File: config.mk
export PLATFORM = sky130hd
export DESIGN_NAME = qam_symbol_scheduler
export DESIGN_NICKNAME = d
export VERILOG_FILES = /design/src/rtl/qam_symbol_scheduler_pkg.sv /design/src/rtl/qam_symbol_scheduler_tick.sv /design/src/rtl/qam_symbol_scheduler.sv
export SDC_FILE = /design/constraint.sdc
export NUM_CORES = 1
export LEC_CHECK = 0
export ABC_AREA = 1
export CAP_MARGIN = 10
export CORE_UTILIZATION = 57
export DETAILED_ROUTE_END_ITERATION = 10
export PLACE_DENSITY_LB_ADDON = 0.12
export SLEW_MARGIN = 25
export SYNTH_ARGS = -nofsm -noshare
export SYNTH_HDL_FRONTEND = slang
export SYNTH_SLANG_ARGS = --single-unit
File: constraint.sdc
create_clock -name ipClk -period 2.4 [get_ports ipClk]
set_input_delay 0.24 -clock ipClk [delete_from_list [all_inputs] [get_ports ipClk]]
set_output_delay 0.24 -clock ipClk [all_outputs]
set_load 0.01 [all_outputs]
File: src/rtl/qam_symbol_scheduler_pkg.sv
// rtl/qam_symbol_scheduler_pkg.sv - shared types and register map for the QAM symbol scheduler
package qam_symbol_scheduler_pkg;

    typedef enum logic [1:0] {
        IDLE    = 2'd0,
        PREFILL = 2'd1,
        RUN     = 2'd2,
        DRAIN   = 2'd3
    } SCHED_STATE;

    typedef enum logic [1:0] {
        P_WAIT,
        P_DLO,
        P_DHI,
        P_SKIP
    } PARSE_STATE;

    typedef struct packed {
        logic       valid;
        logic       sop;
        logic       eop;
        logic [7:0] destination;
        logic [7:0] data;
    } UART_PACKET;

    localparam logic [7:0] REG_PERIOD = 8'd0;
    localparam logic [7:0] REG_WMARK  = 8'd1;
    localparam logic [7:0] REG_CTRL   = 8'd2;

    localparam int CTRL_ENABLE       = 0;
    localparam int CTRL_CLR_UNDERRUN = 1;

endpackage

File: src/rtl/qam_symbol_scheduler_tick.sv
// rtl/qam_symbol_scheduler_tick.sv - symbol period counter producing one tick per period
module symbol_tick_gen (
    input  logic        clk,
    input  logic        resetn,
    input  logic        run,
    input  logic        clear,
    input  logic [15:0] period,
    output logic        tick
);

    logic [15:0] count;
    logic [15:0] periodCur;

    assign tick = run && (count == periodCur - 16'd1);

    // Period is only sampled while cleared or on wrap, so mid-symbol writes wait for the reload.
    always_ff @(posedge clk) begin
        if (!resetn) begin
            count     <= '0;
            periodCur <= '0;
        end else if (clear) begin
            count     <= '0;
            periodCur <= period;
        end else if (run) begin
            if (tick) begin
                count     <= '0;
                periodCur <= period;
            end else begin
                count <= count + 16'd1;
            end
        end
    end

endmodule

File: src/rtl/qam_symbol_scheduler.sv
// rtl/qam_symbol_scheduler.sv - sequences FIFO words into a fixed-rate 4-bit QAM symbol stream
module qam_symbol_scheduler
    import qam_symbol_scheduler_pkg::*;
#(
    parameter logic [7:0]  CFG_DEST       = 8'h11,
    parameter logic [15:0] PERIOD_DEFAULT = 16'd567,
    parameter logic [15:0] PERIOD_MIN     = 16'd4,
    parameter logic [12:0] WMARK_DEFAULT  = 13'd4,
    parameter logic [3:0]  IDLE_SYMBOL    = 4'h0
) (
    input  logic        ipClk,
    input  logic        ipReset,
    input  UART_PACKET  ipRxStream,
    input  logic [12:0] ipFifoCount,
    input  logic        ipFifoEmpty,
    input  logic [15:0] ipFifoData,
    output logic        opFifoRdEn,
    output logic [3:0]  opSymbol,
    output logic        opSymbolValid,
    output logic        opUnderrun,
    output logic [7:0]  opUnderrunCount,
    output logic [1:0]  opState
);

    SCHED_STATE state, nextState;
    PARSE_STATE parseState;

    logic [15:0] period;
    logic [12:0] wmark;
    logic        enable;
    logic [7:0]  cfgAddr;
    logic [7:0]  cfgLo;
    logic [15:0] cfgValue;
    logic        commit;
    logic        clrUnderrun;

    logic        active;
    logic        tick;
    logic        rdPending;
    logic        nextValid;
    logic [15:0] nextWord;
    logic [15:0] curWord;
    logic [1:0]  nibbleIdx;
    logic        drainDone;

    assign commit      = ipRxStream.valid && !ipRxStream.sop && (parseState == P_DHI);
    assign cfgValue    = {ipRxStream.data, cfgLo};
    assign clrUnderrun = commit && (cfgAddr == REG_CTRL) && cfgValue[CTRL_CLR_UNDERRUN];

    always_ff @(posedge ipClk) begin
        if (!ipReset) begin
            parseState <= P_WAIT;
            cfgAddr    <= '0;
            cfgLo      <= '0;
        end else if (ipRxStream.valid) begin
            if (ipRxStream.sop) begin
                cfgAddr    <= ipRxStream.data;
                parseState <= (ipRxStream.destination == CFG_DEST && !ipRxStream.eop) ? P_DLO : P_WAIT;
            end else begin
                case (parseState)
                    P_DLO: begin
                        cfgLo      <= ipRxStream.data;
                        parseState <= ipRxStream.eop ? P_WAIT : P_DHI;
                    end
                    P_DHI:   parseState <= ipRxStream.eop ? P_WAIT : P_SKIP;
                    P_SKIP:  if (ipRxStream.eop) parseState <= P_WAIT;
                    default: ;
                endcase
            end
        end
    end

    always_ff @(posedge ipClk) begin
        if (!ipReset) begin
            period <= PERIOD_DEFAULT;
            wmark  <= WMARK_DEFAULT;
            enable <= 1'b0;
        end else if (commit) begin
            case (cfgAddr)
                REG_PERIOD: period <= (cfgValue < PERIOD_MIN) ? PERIOD_MIN : cfgValue;
                REG_WMARK:  wmark  <= (cfgValue[12:0] == 13'd0) ? 13'd1 : cfgValue[12:0];
                REG_CTRL:   enable <= cfgValue[CTRL_ENABLE];
                default:    ;
            endcase
        end
    end

    always_ff @(posedge ipClk) begin
        if (!ipReset) state <= IDLE;
        else          state <= nextState;
    end

    always_comb begin
        nextState = state;
        case (state)
            IDLE:    if (enable) nextState = PREFILL;
            PREFILL: begin
                if (!enable)                    nextState = IDLE;
                else if (ipFifoCount >= wmark)  nextState = RUN;
            end
            RUN:     if (!enable) nextState = DRAIN;
            DRAIN:   if (drainDone || (tick && nibbleIdx == 2'd0)) nextState = IDLE;
            default: nextState = IDLE;
        endcase
    end

    always_comb begin
        opState    = state;
        active     = (state == RUN) || (state == DRAIN);
        opFifoRdEn = (state == RUN) && !nextValid && !rdPending && !ipFifoEmpty;
    end

    symbol_tick_gen u_tick (
        .clk    (ipClk),
        .resetn (ipReset),
        .run    (active),
        .clear  (!active),
        .period (period),
        .tick   (tick)
    );

    always_ff @(posedge ipClk) begin
        if (!ipReset) begin
            rdPending       <= 1'b0;
            nextValid       <= 1'b0;
            nextWord        <= '0;
            curWord         <= '0;
            nibbleIdx       <= '0;
            drainDone       <= 1'b0;
            opSymbol        <= '0;
            opSymbolValid   <= 1'b0;
            opUnderrun      <= 1'b0;
            opUnderrunCount <= '0;
        end else begin
            opSymbolValid <= 1'b0;
            opUnderrun    <= 1'b0;
            drainDone     <= 1'b0;
            if (!active) begin
                // Leaving RUN/DRAIN flushes any prefetched word.
                rdPending <= 1'b0;
                nextValid <= 1'b0;
                nibbleIdx <= '0;
            end else begin
                rdPending <= opFifoRdEn;
                if (rdPending && !(tick && nibbleIdx == 2'd0 && state == RUN)) begin
                    nextWord  <= ipFifoData;
                    nextValid <= 1'b1;
                end
                if (tick) begin
                    if (nibbleIdx != 2'd0) begin
                        opSymbol      <= curWord[{nibbleIdx, 2'b00} +: 4];
                        opSymbolValid <= 1'b1;
                        nibbleIdx     <= nibbleIdx + 2'd1;
                        drainDone     <= (state == DRAIN) && (nibbleIdx == 2'd3);
                    end else if (state == RUN) begin
                        opSymbolValid <= 1'b1;
                        if (nextValid || rdPending) begin
                            // A read landing on this tick bypasses the next buffer.
                            curWord   <= nextValid ? nextWord : ipFifoData;
                            opSymbol  <= nextValid ? nextWord[3:0] : ipFifoData[3:0];
                            nibbleIdx <= 2'd1;
                            nextValid <= 1'b0;
                        end else begin
                            opSymbol   <= IDLE_SYMBOL;
                            opUnderrun <= 1'b1;
                            if (opUnderrunCount != 8'hFF) opUnderrunCount <= opUnderrunCount + 8'd1;
                        end
                    end
                end
            end
            if (clrUnderrun) opUnderrunCount <= '0;
        end
    end

endmodule

---- After elaboration in Yosys (flattened, before gate mapping) ----
Index checks and enable logic that the tools add are counted.
storage, ports and cells
  bits in registers ....................... 133
  bits of input ports ..................... 51
  output and inout port bits .............. 17
  logic and storage cells ................. 131
cells by class
  add/sub/neg operators ................... 4
  $lt $le $gt $ge ......................... 2
  equality and inequality tests ........... 18
  shift operators ......................... 1
  muxes and demuxes ....................... 32
  bitwise logic cells ..................... 7
  reduce and logical (&&, ||, !) cells .... 48
operator list
  operator               count
  $mux 16                4
  $mux 2                 12
  $add 16x1->16 const B  1
  $eq 16x16->1           1
  $lt 16x3->1 const B    1
  $mux 4                 4
  $shiftx 16x5->4        1
  $sub 16x1->16 const B  1
  $reduce_and 3->1       5
  $ge 13x13->1           1
  $logic_and 1x1->1      13
  $logic_not 13->1       1
  $mux 13                1
  $reduce_and 2->1       6
  $eq 2x2->1 const B     5
  $mux 1                 9
  $add 8x1->8 const B    1
  $eq 8x1->1 const B     1
  $eq 8x2->1 const B     1
  $eq 8x5->1 const B     1
  $logic_not 8->1        1
  $ne 2x2->1 const B     4
  $ne 8x8->1 const B     1
  $pmux 2 s4             1
  16 further kinds       35

---- Logic depth before layout (Yosys ltp) ----
Gate-level depths: netlist of run 1.
  word-level depth ........................ 12
  depth in mapped cells ................... 18
  depth with buffers taken out ............ 18

---- Modules after synthesis ----
A second synthesis of run 1 with hierarchy kept.
second synthesis, totals
  cells, all modules ...................... 983
  area, all modules ....................... 6949.2 sq um
by module, submodules not included
  module                instances  cells an instance  area each (sq um)  seq. area each (sq um)
  qam_symbol_scheduler  1          621                4600.7             2021.9
  symbol_tick_gen       1          362                2348.5             640.6

---- Least setup slack after synthesis of run 1 ----
Ideal clock, no wire load.
  path type ............................... register to register
  from .................................... register u_tick.periodCur[0]
  to ...................................... register curWord[10]
  library setup time ...................... 123 ps
  data arrival time ....................... 2028 ps
  data required time ...................... 2277 ps
  slack ................................... 249 ps
  stages on the path, launching flop included .. 15
  buffers on the path ..................... 1
  period minus slack after synthesis ...... 2151 ps
  cells stage by stage .................... dfxtp_1 -> inv_1 -> ha_1 -> nand2_1 -> nor2_2 -> nand2_1 -> xor2_1 -> o21ai_0 -> nor2_1 -> nand3_1 -> nor2_2 -> nand3_2 -> nor2_2 -> buf_4 -> a31oi_1
between the ends
  word-level cells in the longest chain between the ends .. 4
RTL lines
  what                               line                             text
  start, declared                    qam_symbol_scheduler_tick.sv:12  logic [15:0] periodCur;
  start signal, assigned             qam_symbol_scheduler_tick.sv:23  periodCur <= period;
  start signal, assigned             qam_symbol_scheduler_tick.sv:27  periodCur <= period;
  $sub 16x1->16                      qam_symbol_scheduler_tick.sv:14  assign tick = run && (count == periodCur - 16'd1);
  $eq 16x16->1                       qam_symbol_scheduler_tick.sv:14
  $logic_and 1x1->1                  qam_symbol_scheduler_tick.sv:14
  $reduce_and 5->1 (no source line)  n/a
  end signal, assigned               qam_symbol_scheduler.sv:159      curWord <= nextValid ? nextWord : ipFifoData;
  end, declared                      qam_symbol_scheduler.sv:42       logic [15:0] curWord;
No other way between the ends.
A chain may end at the register's enable or synchronous reset.

---- Worst setup path after layout of run 1 ----
  from .................................... register u_tick.periodCur[0]
  to ...................................... register curWord[2]
The elaborated chain is that of the path after synthesis.

==> flow_summary.yaml, run 1 <==
status:
  status: "finished clean"
placed_design:
  hpwl_um: 11590
  place_ws_ps: -168.8
  finalWeightedCongestion: 0.9378
  portBuffers: 67
final_layout:
  final_nets: 1125
  area_growth_pct: 28.03
  final_common_cell: "nand2_1"
  final_cell_mix: "nand2_1, dfxtp_1, nor2_1, inv_1, a21oi_1"
  num_antenna_cells: 0
  fin_util_pct: 75.02
  drive_gt1_share_pct: 12.92
die:
  die_area_sq_um: 12170
  start_util_pct: 58.59
  core_area_sq_um: 11420
  io_pins: 68
  rows: 39
  dieWidth_um: 110.3
  die_h_um: 110.3
yosys:
  syn_inst: 955
  yosysSeqAreaShare_pct: 39.80
  synth_ff_type: "dfxtp_1"
  synth.distinct_cells: 43
  synth_seq_cells: 133
  synthTopCellsByArea: "dfxtp_1, nand2_1, nor2_1"
  synth_edf_count: 0
  synth.avg_cell_area_sq_um: 7.005
  synthArstFlopShare_pct: 0
  synth_area_sq_um: 6690
  synth_top_area_cell: "dfxtp_1"
  yosysTopAreaCellShare_pct: 39.80
  ys_warn_count: 0
  syn-num-nets: 1024
clock_tree:
  cts_tree: "yes"
  cts_buffers: 17
  path_clk_slew_ps: 60
  clk_latency_ps: 420
  cts_hold_buf: 0
  cts_root_buf: "clkbuf_16"
  cts_max_path_buffers: 2
  cts_sinks: 133
  h-tree-depth: 4
sta:
  finalHoldViolations: 0
  relSlewSlack_pct: 55.13
  finalCritPeriodShare_pct: 96.16
  slew_viol_final: 0
  period_minus_slack_ps: 2308
  finalSetupViolations: 0
  setup_ws_ps: 92.26
  rsz0062_at_grt: "yes"
  tightest_slew_ps: 667.0
  clock-skew-final_ps: 8.616
  max_freq_mhz: 433.3
global_routing:
  grt_max_degree: 31
  grt_first_pass_wirelength_um: 26580
  grt-ovfl-total: 0
  grt_pass1_vias: 5857
  grt.total_usage_pct: 28.01
  grt_antenna_before_repair: 0
worst_setup_path:
  critPathRequiredTime_ps: 2760
  cpPeakStageDelay_ps: 350
  crit_path_top_delay_cell: "dfxtp_2"
  cp-end-kind: "flip-flop"
  path_max_fanout: 7
  start_kind: "flip-flop"
  crit_arrival_ps: 2660
  crit_type: "reg -> reg"
  crit_chain: "inv_4 -> ha_4 -> nand2_4 -> nor2_4 -> buf_4 -> buf_4 -> a21oi_1 -> o211ai_1 -> nor2_1 -> nand3_2 -> nor2_4 -> nand3_4 -> nor2_4 -> buf_4 -> o21ai_0 -> nor2_1"
hold_path:
  min_path_type: "in -> reg"
detailed_routing:
  drc: 0
  viasPerCell: 5.410
  vias: 6551
  drtIter0Drc: 513
  routed_wl_um: 16400
  drtPass1Iterations: 7
  routedWlPerCell_um: 13.54
  drtAntennaViolNets: 0
power:
  power_density_nw_per_um2: 615.1
  total_power_w: 0.005269
  peakVddDrop_mv: 0.5435
  p_leak_nw: 3.517
run:
  cap_violations: 0
==> cells in the mapped netlist (5+ instances only) <==
cell type / n
dfxtp_1: 133
o211ai_1: 7
inv_1: 112
o21ai_0: 77
buf_2: 5
a211oi_1: 5
nand3b_1: 7
nor2_2: 6
nand4_1: 16
clkbuf_1: 20
ha_1: 18
nand2_1: 196
nor3_1: 18
nor2_1: 121
xnor2_1: 8
nand3_1: 34
a21oi_1: 85
nor4_1: 11
a31oi_1: 12
xor2_1: 18
==> flip-flops by register name, indices dropped and copies added, names as in the netlist, 2 cells and up, named ones only <==
register and flops:
u_tick.count 16, cfgLo 8, nextWord 16, u_tick.periodCur 16, opSymbol 4, parseState 2, nibbleIdx 2, curWord 16
cfgAddr 8, period 16, wmark 13, opUnderrunCount 8
==> worst paths after layout <==
kind / from / endpoint / slack [ps] / depth (start not counted)
worst max-delay path: u_tick.periodCur[0] / curWord[2] / 90 / 16
worst min-delay path: ipReset / period[2] / 260 / 2
worst max register to register: u_tick.periodCur[0] / curWord[2] / 90 / 16
worst min register to register: opSymbol[3] / opSymbol[3] / 450 / 2
==> final cells by class <==
class                      count  area (sq um)
clock buffer                  20         456.7
clock inverter                11         151.4
fill                         934          2853
inverter                     117         446.7
multi-input combinational    675          3618
sequential                   133          2678
tap                          143         178.9
timing repair buffer         112          1036
==> cells by family after synthesis <==
logic type | share of synthesized area [%]
AO/OA/AOI/OAI | 15.90
XOR/XNOR | 3.404
adder cells (fa/ha/maj) | 3.366
buffers and inverters | 8.640
flip-flops | 39.80
multiplexers | 0.4489
AND/OR/NAND/NOR | 28.45
==> metrics by stage <==
step                setup TNS (ps)  cells  hold WS (ps)  cell area (sq um)
floorplan                        0    955         318.7               6690
global placement            -677.8   1169         441.6               7676
detailed placement           -1906   1169         438.6               7676
CTS                              0   1205         238.9               8351
global route                -191.5   1211         292.8               8566
finish                           0   1211         263.3               8566
==> layer usage <==
metal | track usage [%] | routed length [um] | vias to the layer above
met4 | 9.398 | 344 | 0
met5 | 0 | 0 | -
met2 | 45.39 | 7581 | 177
met1 | 36.19 | 7633 | 2998
li1 | - | - | 3348
met3 | 7.172 | 839 | 28
==> power breakdown <==
group,internal (W),switching [W]
combinational,0.000174,0.000198
clock,0.00169,0.000958
sequential,0.00223,0.0000212
==> worst max-delay path, delay by kind of cell (launching register included) <==
kind	cells	cell delay, ps
AND/OR/NAND/NOR	8	940
buffers and inverters	4	450
adder cells (fa/ha/maj)	1	180
AO/OA/AOI/OAI	3	320
flip-flops	1	350
==> timing repair <==
action | CTS | global route
setup buffers | 4 | 6
gates resized for setup | 10 | 51
endpoints found under the setup margin | 41 | 51
cloned | 1 | 0
pin swaps | 6 | 21
Power figures use the tool's default switching activity.
==> inputs of run 2 (changes only) <==
--- a/config.mk
+++ b/config.mk
@@ -10,6 +10,7 @@
 export CORE_UTILIZATION = 57
 export DETAILED_ROUTE_END_ITERATION = 10
 export PLACE_DENSITY_LB_ADDON = 0.12
+export REMOVE_ABC_BUFFERS = 1
 export SLEW_MARGIN = 25
 export SYNTH_ARGS = -nofsm -noshare
 export SYNTH_HDL_FRONTEND = slang
==> run 2 against run 1 <==
First-iteration DRC count down 18%. Utilization is 0.56 points lower. Sequential cell count stayed put. Clock power shrank 3%. Worst setup slack got worse by 36 ps. Routed wire length grew 0.30%. Non-clock buffer count decreased by 4. Fmax shrank 1.5%. Hold slack lost 45 ps. Clock skew increased by 0.81 ps. Critical path type unchanged. Largest power group unchanged.
==> flow_summary.yaml, run 2 (synthesis results as in run 1) <==
status:
  status: "finished clean"
die:
  core_area_sq_um: 11420
  io_pins: 68
  die_area_sq_um: 12170
  rows: 39
  dieWidth_um: 110.3
  start_util_pct: 58.59
  die_h_um: 110.3
final_layout:
  final_cell_mix: "nand2_1, dfxtp_1, nor2_1, inv_1, a21oi_1"
  final_nets: 1122
  area_growth_pct: 27.08
  num_antenna_cells: 0
  final_area_sq_um: 8502
  drive_gt1_share_pct: 11.94
  final_common_cell: "nand2_1"
  fin_util_pct: 74.46
power:
  p_sw_w: 0.001131
  p_clk_share_pct: 49.3
  p_leak_nw: 3.470
  seq_power_share_pct: 43.6
  power_density_nw_per_um2: 608.1
  total_power_w: 0.005170
  p_int_w: 0.004039
  swShare_pct: 21.87
  peakVddDrop_mv: 0.9944
  power_frac_comb_pct: 7.1
detailed_routing:
  routed_wl_um: 16450
  routedWlPerCell_um: 13.63
  viasPerCell: 5.355
  drc: 0
  drtPass1Iterations: 7
  drtAntennaViolNets: 0
  vias: 6463
  drtIter0Drc: 421
sta:
  setup_ws_ps: 55.95
  period_minus_slack_ps: 2344
  slew_viol_final: 0
  rsz0062_at_grt: "yes"
  hold_slack_ps: 217.9
  max_freq_mhz: 426.6
  clock-skew-final_ps: 9.424
  finalHoldViolations: 0
  tightest_slew_ps: 651.3
  finalCritPeriodShare_pct: 97.67
  finalSetupViolations: 0
  relSlewSlack_pct: 56.42
placed_design:
  finalWeightedCongestion: 0.8677
  place_ws_ps: -223.6
  portBuffers: 67
  hpwl_um: 11550
  post_dp_cell_area_sq_um: 7704
clock_tree:
  cts_tree: "yes"
  clk_latency_ps: 430
  h-tree-depth: 4
  cts_buffers: 17
  path_clk_slew_ps: 50
  cts_root_buf: "clkbuf_16"
  cts_max_path_buffers: 2
  cts_sinks: 133
worst_setup_path:
  crit_chain: "clkinv_1 -> ha_1 -> clkinv_1 -> nor2_1 -> inv_1 -> o22ai_1 -> nor2_1 -> a211oi_1"
  cpPeakStageDelay_ps: 530
  crit_path_top_delay_cell: "nor2_1"
  cp-end-kind: "flip-flop"
  start_kind: "flip-flop"
  crit_type: "reg -> reg"
  path_max_fanout: 9
  critPathRequiredTime_ps: 2730
  crit_arrival_ps: 2670
global_routing:
  grt_antenna_before_repair: 0
  grt_max_degree: 30
  grt_pass1_vias: 5935
  grt-ovfl-total: 0
  grt.total_usage_pct: 28.27
  grt_first_pass_wirelength_um: 26590
run:
  cap_violations: 0
hold_path:
  min_path_type: "in -> reg"
[run 2: stage by stage]
stage               setup TNS, ps  instances
finish                          0       1207
global route               -678.3       1207
CTS                             0       1202
detailed placement          -1675       1171
global placement           -556.0       1171
floorplan                       0        925
[run 2: critical path: cells and delay by family, from the launching register on]
kind | cells | cell delay (ps)
AOI/OAI and AO/OA | 2 | 450
and+or+nand+nor | 2 | 600
DFF | 1 | 330
adders and majority gates | 1 | 350
buffers and inverters | 3 | 510
[run 2: worst paths after layout]
check                           cells past startpoint           to         start  slack (ps)
worst max-delay path                                8  opSymbol[2]  nibbleIdx[1]          60
worst min-delay path                                2    period[2]       ipReset         220
worst max register to register                      8  opSymbol[2]  nibbleIdx[1]          60
worst min register to register                      2  opSymbol[1]   opSymbol[1]         450
[run 2: power by group through the flow]
stage | registers, W | logic [W] | clock network [W]
floorplan | 0.00229 | 0.000175 | 0
global placement | 0.00230 | 0.000337 | 0
detailed placement | 0.00230 | 0.000341 | 0
CTS | 0.00225 | 0.000347 | 0.00257
global route | 0.00226 | 0.000408 | 0.00266
finish | 0.00225 | 0.000365 | 0.00255
[run 2: layout make-up]
cell class	count	area, sq um
fillers	940	2917
clock buffers	20	446.7
flip-flops and latches	133	2671
clock inverters	10	132.6
well taps	143	178.9
multi-input cells	676	3613
inverters	117	444.2
repair buffers	108	1015
[run 2: timing repair]
item | CTS | global route
cloned | 0 | 1
gates resized for setup | 5 | 47
setup buffers | 1 | 4
pin swaps | 2 | 11
hold buffers | 0 | 0
setup endpoints to repair | 23 | 61
[run 2: per-layer routing]
metal	share of wire, %	GRT usage (%)
met4	2.3	12.22
met5	0	0
met2	46	45.92
met1	46	35.69
met3	4.9	6.761
